$ cat config.mk
export PLATFORM = sky130hd
export DESIGN_NAME = tomasulo_mpy_sched
export DESIGN_NICKNAME = d
export VERILOG_FILES = /design/src/rtl/tomasulo_pkg.sv /design/src/rtl/tomasulo_age_matrix.sv /design/src/rtl/tomasulo_mpy_sched.sv
export SDC_FILE = /design/constraint.sdc
export NUM_CORES = 1
export LEC_CHECK = 0
export ABC_AREA = 0
export BUFFER_PORTS_ARGS = -buffer_cell sky130_fd_sc_hd__buf_4
export CAP_MARGIN = 20
export CELL_PAD_IN_SITES_DETAIL_PLACEMENT = 1
export CELL_PAD_IN_SITES_GLOBAL_PLACEMENT = 2
export CORE_MARGIN = 2
export CORE_UTILIZATION = 37
export CTS_CLUSTER_DIAMETER = 60
export CTS_CLUSTER_SIZE = 10
export DETAILED_ROUTE_END_ITERATION = 8
export GPL_TIMING_DRIVEN = 0
export PLACE_DENSITY = 0.78
export SYNTH_ARGS = -nofsm -noshare
export SYNTH_HDL_FRONTEND = slang
export SYNTH_SLANG_ARGS = --single-unit
$ cat constraint.sdc
create_clock -name clk -period 17.55 [get_ports clk]
set_clock_uncertainty 0.2 [all_clocks]
set_input_delay 2.6325 -clock clk [delete_from_list [all_inputs] [get_ports clk]]
set_output_delay 2.6325 -clock clk [all_outputs]
set_load 0.01 [all_outputs]
$ cat src/rtl/tomasulo_pkg.sv
// tomasulo_pkg: shared types for the Tomasulo back end.
//   reg_t / tag_t / robid_t / word_t : architectural register, producer tag,
//                                      reorder-buffer id and data word.
//   cdb_t          : common data bus broadcast {vld, wa, tag, robid, wdata}.
//   issue_t        : operation handed to an execution unit {wa, tag, robid, a, b}.
//   mpy_rs_opr_t   : reservation-station source operand {rdy, tag, data}.
//   mpy_rs_entry_t : multiplier reservation-station entry {wa, tag, robid, opr[1:0]}.
// Helpers: opr_wake (operand is waiting on the tag the CDB carries now) and
// opr_capture (operand after snooping the CDB for one cycle).
package tomasulo_pkg;

    localparam int REG_W   = 5;
    localparam int TAG_W   = 4;
    localparam int ROBID_W = 4;
    localparam int WORD_W  = 32;

    typedef logic [REG_W-1:0]   reg_t;
    typedef logic [TAG_W-1:0]   tag_t;
    typedef logic [ROBID_W-1:0] robid_t;
    typedef logic [WORD_W-1:0]  word_t;

    typedef struct packed {
        logic   vld;
        reg_t   wa;
        tag_t   tag;
        robid_t robid;
        word_t  wdata;
    } cdb_t;

    typedef struct packed {
        reg_t   wa;
        tag_t   tag;
        robid_t robid;
        word_t  a;
        word_t  b;
    } issue_t;

    typedef struct packed {
        logic  rdy;
        tag_t  tag;
        word_t data;
    } mpy_rs_opr_t;

    typedef struct packed {
        reg_t              wa;
        tag_t              tag;
        robid_t            robid;
        mpy_rs_opr_t [1:0] opr;
    } mpy_rs_entry_t;

    function automatic logic opr_wake(input mpy_rs_opr_t opr, input cdb_t cdb);
        return !opr.rdy && cdb.vld && (opr.tag == cdb.tag);
    endfunction

    function automatic mpy_rs_opr_t opr_capture(input mpy_rs_opr_t opr, input cdb_t cdb);
        mpy_rs_opr_t res;
        if (opr_wake(opr, cdb)) begin
            res = '{rdy: 1'b1, tag: opr.tag, data: cdb.wdata};
        end else begin
            res = opr;
        end
        return res;
    endfunction

endpackage

$ cat src/rtl/tomasulo_age_matrix.sv
// tomasulo_age_matrix: relative-age tracker for an N-slot reservation station.
//   clk, rst (async, active-high), clr (sync clear of all relations)
//   alloc   [N] one-hot: slot written this cycle, becomes youngest
//   dealloc [N] one-hot: slot released this cycle
//   req     [N] candidate slots
//   gnt     [N] one-hot oldest requesting slot (zero when req is zero)
// older_r[i][j] = 1 means slot i was allocated before slot j. Allocating a slot
// rewrites its whole row and column, so the relation between any two live
// slots is always exact regardless of stale bits left behind by dead slots.
module tomasulo_age_matrix #(
    parameter int N = 4
) (
    input  logic         clk,
    input  logic         rst,
    input  logic         clr,
    input  logic [N-1:0] alloc,
    input  logic [N-1:0] dealloc,
    input  logic [N-1:0] req,
    output logic [N-1:0] gnt
);

    logic [N-1:0] older_r [N];
    logic [N-1:0] blocked_s;

    // Age relation update on allocate / release.
    always_ff @(posedge clk or posedge rst) begin
        if (rst) begin
            for (int i = 0; i < N; i++) older_r[i] <= '0;
        end else if (clr) begin
            for (int i = 0; i < N; i++) older_r[i] <= '0;
        end else begin
            for (int i = 0; i < N; i++) begin
                for (int j = 0; j < N; j++) begin
                    if (i == j) begin
                        older_r[i][j] <= 1'b0;
                    end else if (alloc[i]) begin
                        older_r[i][j] <= 1'b0;
                    end else if (dealloc[i] || dealloc[j]) begin
                        older_r[i][j] <= 1'b0;
                    end else if (alloc[j]) begin
                        older_r[i][j] <= 1'b1;
                    end else begin
                        older_r[i][j] <= older_r[i][j];
                    end
                end
            end
        end
    end

    // A requester is blocked when any other requester is older than it.
    always_comb begin
        blocked_s = '0;
        for (int i = 0; i < N; i++) begin
            for (int j = 0; j < N; j++) begin
                blocked_s[i] = blocked_s[i] | (req[j] & older_r[j][i] & (j != i));
            end
        end
        gnt = req & ~blocked_s;
    end

endmodule

$ cat src/rtl/tomasulo_mpy_sched.sv
// tomasulo_mpy_sched: reservation station + issue scheduler for the multiplier.
//   clk, rst (async, active-high), flush (sync kill of all held entries)
//   disp_vld / disp / disp_rdy : dispatch handshake; disp_rdy = a slot is free
//   cdb                        : result broadcast snooped for waiting operands
//   iss_vld / iss              : oldest ready entry issued to the multiplier
//   occ_r                      : registered count of valid entries
// Parameters: N_ENTRIES (depth, >=2), II_N (minimum cycles between issues).
// Optional macro TOMASULO_MPY_SCHED_BYPASS_EN: an entry whose last missing
// operand is on the CDB this cycle may issue in the same cycle, taking the
// operand straight from cdb.wdata. Without it, readiness uses captured state.
module tomasulo_mpy_sched
    import tomasulo_pkg::*;
#(
    parameter int N_ENTRIES = 4,
    parameter int II_N      = 1
) (
    input  logic                           clk,
    input  logic                           rst,
    input  logic                           flush,
    input  logic                           disp_vld,
    input  mpy_rs_entry_t                  disp,
    output logic                           disp_rdy,
    input  cdb_t                           cdb,
    output logic                           iss_vld,
    output issue_t                         iss,
    output logic [$clog2(N_ENTRIES+1)-1:0] occ_r
);

    localparam int OCC_W = $clog2(N_ENTRIES + 1);
    localparam int THR_W = (II_N > 1) ? $clog2(II_N) : 1;
    localparam logic [THR_W-1:0] THR_LOAD = THR_W'(II_N - 1);

    logic [N_ENTRIES-1:0] vld_r;
    mpy_rs_entry_t        ent_r [N_ENTRIES];
    logic [THR_W-1:0]     thr_r;

    logic [N_ENTRIES-1:0] free_s;
    logic [N_ENTRIES-1:0] alloc_s;
    logic [N_ENTRIES-1:0] req_s;
    logic [N_ENTRIES-1:0] gnt_s;
    logic [N_ENTRIES-1:0] dealloc_s;
    logic                 disp_fire_s;
    mpy_rs_entry_t        disp_cap_s;
    mpy_rs_entry_t        sel_s;
    logic                 cdb_unused_s;

    assign cdb_unused_s = ^{cdb.wa, cdb.robid};

    // Lowest-index free slot; the two's-complement trick isolates the lowest set bit.
    assign free_s      = ~vld_r;
    assign disp_rdy    = |free_s;
    assign disp_fire_s = disp_vld & disp_rdy & ~flush;
    assign alloc_s     = (free_s & (~free_s + N_ENTRIES'(1))) & {N_ENTRIES{disp_fire_s}};

    // Incoming operation with its operands snooped against this cycle's CDB.
    always_comb begin
        disp_cap_s        = disp;
        disp_cap_s.opr[0] = opr_capture(disp.opr[0], cdb);
        disp_cap_s.opr[1] = opr_capture(disp.opr[1], cdb);
    end

    // Per-entry readiness, optionally counting an operand arriving on the CDB now.
    always_comb begin
        req_s = '0;
        for (int i = 0; i < N_ENTRIES; i++) begin
`ifdef TOMASULO_MPY_SCHED_BYPASS_EN
            req_s[i] = vld_r[i]
                     & (ent_r[i].opr[0].rdy | opr_wake(ent_r[i].opr[0], cdb))
                     & (ent_r[i].opr[1].rdy | opr_wake(ent_r[i].opr[1], cdb));
`else
            req_s[i] = vld_r[i] & ent_r[i].opr[0].rdy & ent_r[i].opr[1].rdy;
`endif
        end
    end

    tomasulo_age_matrix #(
        .N (N_ENTRIES)
    ) u_age (
        .clk     (clk),
        .rst     (rst),
        .clr     (flush),
        .alloc   (alloc_s),
        .dealloc (dealloc_s),
        .req     (req_s),
        .gnt     (gnt_s)
    );

    assign iss_vld   = (|req_s) & (thr_r == '0) & ~flush;
    assign dealloc_s = gnt_s & {N_ENTRIES{iss_vld}};

    // AND-OR mux of the granted entry onto the issue port.
    always_comb begin
        sel_s = '0;
        for (int i = 0; i < N_ENTRIES; i++) begin
            sel_s = mpy_rs_entry_t'(sel_s | (ent_r[i] & {$bits(mpy_rs_entry_t){gnt_s[i]}}));
        end
        iss.wa    = sel_s.wa;
        iss.tag   = sel_s.tag;
        iss.robid = sel_s.robid;
`ifdef TOMASULO_MPY_SCHED_BYPASS_EN
        iss.a     = opr_capture(sel_s.opr[0], cdb).data;
        iss.b     = opr_capture(sel_s.opr[1], cdb).data;
`else
        iss.a     = sel_s.opr[0].data;
        iss.b     = sel_s.opr[1].data;
`endif
    end

    // Entry storage: allocate, release on issue, snoop CDB for waiting operands.
    always_ff @(posedge clk or posedge rst) begin
        if (rst) begin
            vld_r <= '0;
            for (int i = 0; i < N_ENTRIES; i++) ent_r[i] <= '0;
        end else if (flush) begin
            vld_r <= '0;
        end else begin
            for (int i = 0; i < N_ENTRIES; i++) begin
                if (alloc_s[i]) begin
                    vld_r[i] <= 1'b1;
                    ent_r[i] <= disp_cap_s;
                end else begin
                    vld_r[i]        <= vld_r[i] & ~dealloc_s[i];
                    ent_r[i].opr[0] <= opr_capture(ent_r[i].opr[0], cdb);
                    ent_r[i].opr[1] <= opr_capture(ent_r[i].opr[1], cdb);
                end
            end
        end
    end

    // Issue-interval throttle: reload on issue, count down to zero otherwise.
    always_ff @(posedge clk or posedge rst) begin
        if (rst) begin
            thr_r <= '0;
        end else if (flush) begin
            thr_r <= '0;
        end else if (iss_vld) begin
            thr_r <= THR_LOAD;
        end else if (thr_r != '0) begin
            thr_r <= thr_r - THR_W'(1);
        end else begin
            thr_r <= thr_r;
        end
    end

    // Occupancy count; a simultaneous dispatch and issue cancel out.
    always_ff @(posedge clk or posedge rst) begin
        if (rst) begin
            occ_r <= '0;
        end else if (flush) begin
            occ_r <= '0;
        end else begin
            case ({disp_fire_s, iss_vld})
                2'b10:   occ_r <= occ_r + OCC_W'(1);
                2'b01:   occ_r <= occ_r - OCC_W'(1);
                default: occ_r <= occ_r;
            endcase
        end
    end

endmodule
==> flow_summary.yaml <==
outcome:
  status: "finished, final reports clean"
synth:
  syn_area_um2: 17800
  synth_cell_types: 53
  synth-seq-area-share_pct: 51.7
  syn_nets: 1921
  ys_warn_count: 0
  synth_cells: 1783
  ys_ff_latch: 367
  synth_area_per_cell_um2: 9.96
finish:
  nNetsFinal: 2176
  ff_latch_area_um2: 9180
  syn_to_final_growth_pct: 20.9
  layout_common_cells: "nand2_1, dfrtp_1, a22oi_1, buf_4, and3_1"
  fillCellCount: 5299
  final_common_cell: "nand2_1"
  multi_input_area_um2: 7700
  stdcell_count: 2670
  layout-drive-gt1-share_pct: 19.0
  fin_area_um2: 21500
clocking:
  holdBufCountCts: 0
  insertion_delay_ns: 0.58
  root_buffer: "clkbuf_16"
  htreeDepth: 2
  cts_setup_buffers: 0
  cts-resized-gates: 0
  clkTransAtPathRegs_ns: 0.06
  cts_sinks: 367
  cts_tree: "yes"
  cts_buffer_depth: 3
  cts_buffers: 45
global_route:
  grt_max_degree: 121
  grtUsageMet2_pct: 47.6
  met3_usage_pct: 6.37
  track_usage_pct: 29.8
  grt_pass1_wl_um: 111000
  first_global_vias: 17300
  use_met1_pct: 39.4
  grt_overflow_total: 0
  grt_busiest_layer: "met2"
  antenna_found_initial: 8
pwr:
  p_leak_uw: 0.0112
  power_uw: 2470
  cellPowerDensity_nw_per_um2: 115
  peakVddDrop_uv: 57.4
placement:
  place_inst: 2606
  placed_area_um2: 20200
  portBuffers: 203
  hpwl_um: 51300
  place.gp.congestion: 0.857
route:
  routedWlPerCell_um: 27.7
  routed_wl_um: 74100
  drtIter0Drc: 1539
  drcViolationCount: 0
  antenna_left: 0
  via_count: 16300
  vias_per_cell: 6.12
  first_pass_iters: 5
sta:
  rsz0062_at_grt: "no"
  tightest_slew_ns: 1.13
  setup_viol: 0
  max_slew_margin_pct: 24.1
  hold_violations: 0
  finalSetupTns_ns: 0
  min_period_over_period_pct: 39.5
  fmax_mhz: 144
  slew_violations: 0
  timing.final.crit_period_ns: 6.94
  whs_ns: 0.276
floorplanning:
  die-area_um2: 49800
  start_util_pct: 37.3
  core_um2: 47500
  die_h_um: 223
  die-width_um: 223
  top_level_ports: 219
  row_count: 80
worst_setup_path:
  worstReg2RegStart: "vld_r[0]$_DFF_PP0_"
  crit_required_ns: 14.72
  path_max_fanout: 10
  path_class: "flip-flop to output port"
  worstSetupStartpoint: "vld_r[3]$_DFF_PP0_"
  crit_chain: "and3_1 > a22oi_1 > and3_1 > clkbuf_1 > clkbuf_1 > buf_2 > a22oi_1 > nand2_1 > buf_4"
  endpoint_kind: "output port"
  cp_slowest_stage_delay_ns: 0.90
  critPathLaunchType: "flip-flop"
  slowest_stage: "clkbuf_1"
  cp_data_arrival_time_ns: 4.11
min_path:
  min_from: "ent_r[252]$_DFFE_PP0P_"
  hold_path_class: "flip-flop to flip-flop"
flow_run:
  drv_cap: 0
## final cells by class
class | count | area share, %
diodes | 3 | 0.0350
plain buffers | 155 | 3.35
clock buffers | 55 | 5.71
clock inverters | 6 | 0.303
inverters | 42 | 0.769
multi-input cells | 1219 | 35.9
flip-flops and latches | 367 | 42.8
well taps | 615 | 3.59
repair buffers | 208 | 7.57
## cells in the mapped netlist, drive strengths merged
| master | number | share of area, % |
|---|---|---|
| a21o | 64 | 2.7 |
| nor2b | 1 | 0.035 |
| nor4 | 8 | 0.28 |
| o22ai | 2 | 0.11 |
| xnor2 | 32 | 1.6 |
| o32ai | 2 | 0.18 |
| xor2 | 11 | 0.54 |
| a22oi | 219 | 9.3 |
| a31o | 3 | 0.15 |
| or2 | 1 | 0.035 |
| o221a | 32 | 2.0 |
| o41ai | 1 | 0.092 |
| nand2b | 1 | 0.035 |
| a32oi | 7 | 0.35 |
| inv | 42 | 0.89 |
| mux2i | 3 | 0.24 |
| and4 | 1 | 0.049 |
| a221o | 96 | 5.4 |
| and3 | 108 | 3.8 |
| nand3 | 15 | 0.42 |
| clkbuf | 81 | 1.7 |
| o21a | 1 | 0.042 |
| o21ai | 37 | 1.0 |
| nand4 | 5 | 0.18 |
| buf | 74 | 2.3 |
| fa | 1 | 0.11 |
| dfrtp | 367 | 52 |
| or4 | 2 | 0.085 |
| nor3b | 3 | 0.15 |
| nand2 | 438 | 9.3 |
| and2 | 6 | 0.21 |
| or3 | 1 | 0.035 |
| a31oi | 4 | 0.14 |
| a22o | 64 | 3.2 |
| a222oi | 2 | 0.11 |
| nor3 | 8 | 0.28 |
| nor2 | 22 | 0.48 |
| nand3b | 1 | 0.11 |
| a21oi | 15 | 0.51 |
| or3b | 2 | 0.099 |
## stage by stage
step / setup WS, ns / util, %
2_1_floorplan: 4.53 / -
3_3_place_gp: -0.300 / 42.2
3_5_place_dp: 11.38 / 42.4
4_1_cts: 10.76 / 45.1
5_1_grt: 10.55 / 45.1
6_report: 10.61 / 45.1
## logic make-up after synthesis
| family | share of synthesized area, % |
|---|---|
| and+or+nand+nor | 15.6 |
| AOI/OAI and AO/OA | 25.3 |
| DFF | 51.7 |
| buffers and inverters | 4.93 |
| xor gates and xnor gates | 2.12 |
| muxes | 0.240 |
| adders and majority gates | 0.113 |
## state kept, by name (all words and copies together), names as in the netlist
signal and flops:
ent_r 348, occ_r 3, u_age.older_r 12, vld_r 4
## power by group
part | switching, uW | total (uW) | leakage, uW | internal, uW
logic | 236 | 454 | 0.00581 | 218
clock network | 369 | 869 | 0.000632 | 501
registers | 116 | 1150 | 0.00472 | 1030
## per-layer routing
metal	routed length (um)	vias to the layer above
met3	5280	155
met2	34200	642
li1	-	7037
met4	3020	12
met1	31500	8486
met5	86	-
## critical path: cells and delay by family (launching register included)
family	cells	cell delay [ns]
flops	1	0.45
simple gates	3	0.65
compound gates	2	0.35
buf+inv	4	2.06
## final timing paths
path	to	slack, ns	depth (start not counted)
hold reg to reg	ent_r[252]$_DFFE_PP0P_	0.28	2
setup / recovery	iss[13]	10.61	9
max in group asynchronous	ent_r[116]$_DFFE_PP0P_	13.89	4
hold / removal	ent_r[252]$_DFFE_PP0P_	0.28	2
min in group asynchronous	ent_r[268]$_DFFE_PP0P_	1.92	2
setup reg to reg	ent_r[122]$_DFFE_PP0P_	14.47	7
(Power assumes the default switching activity.)
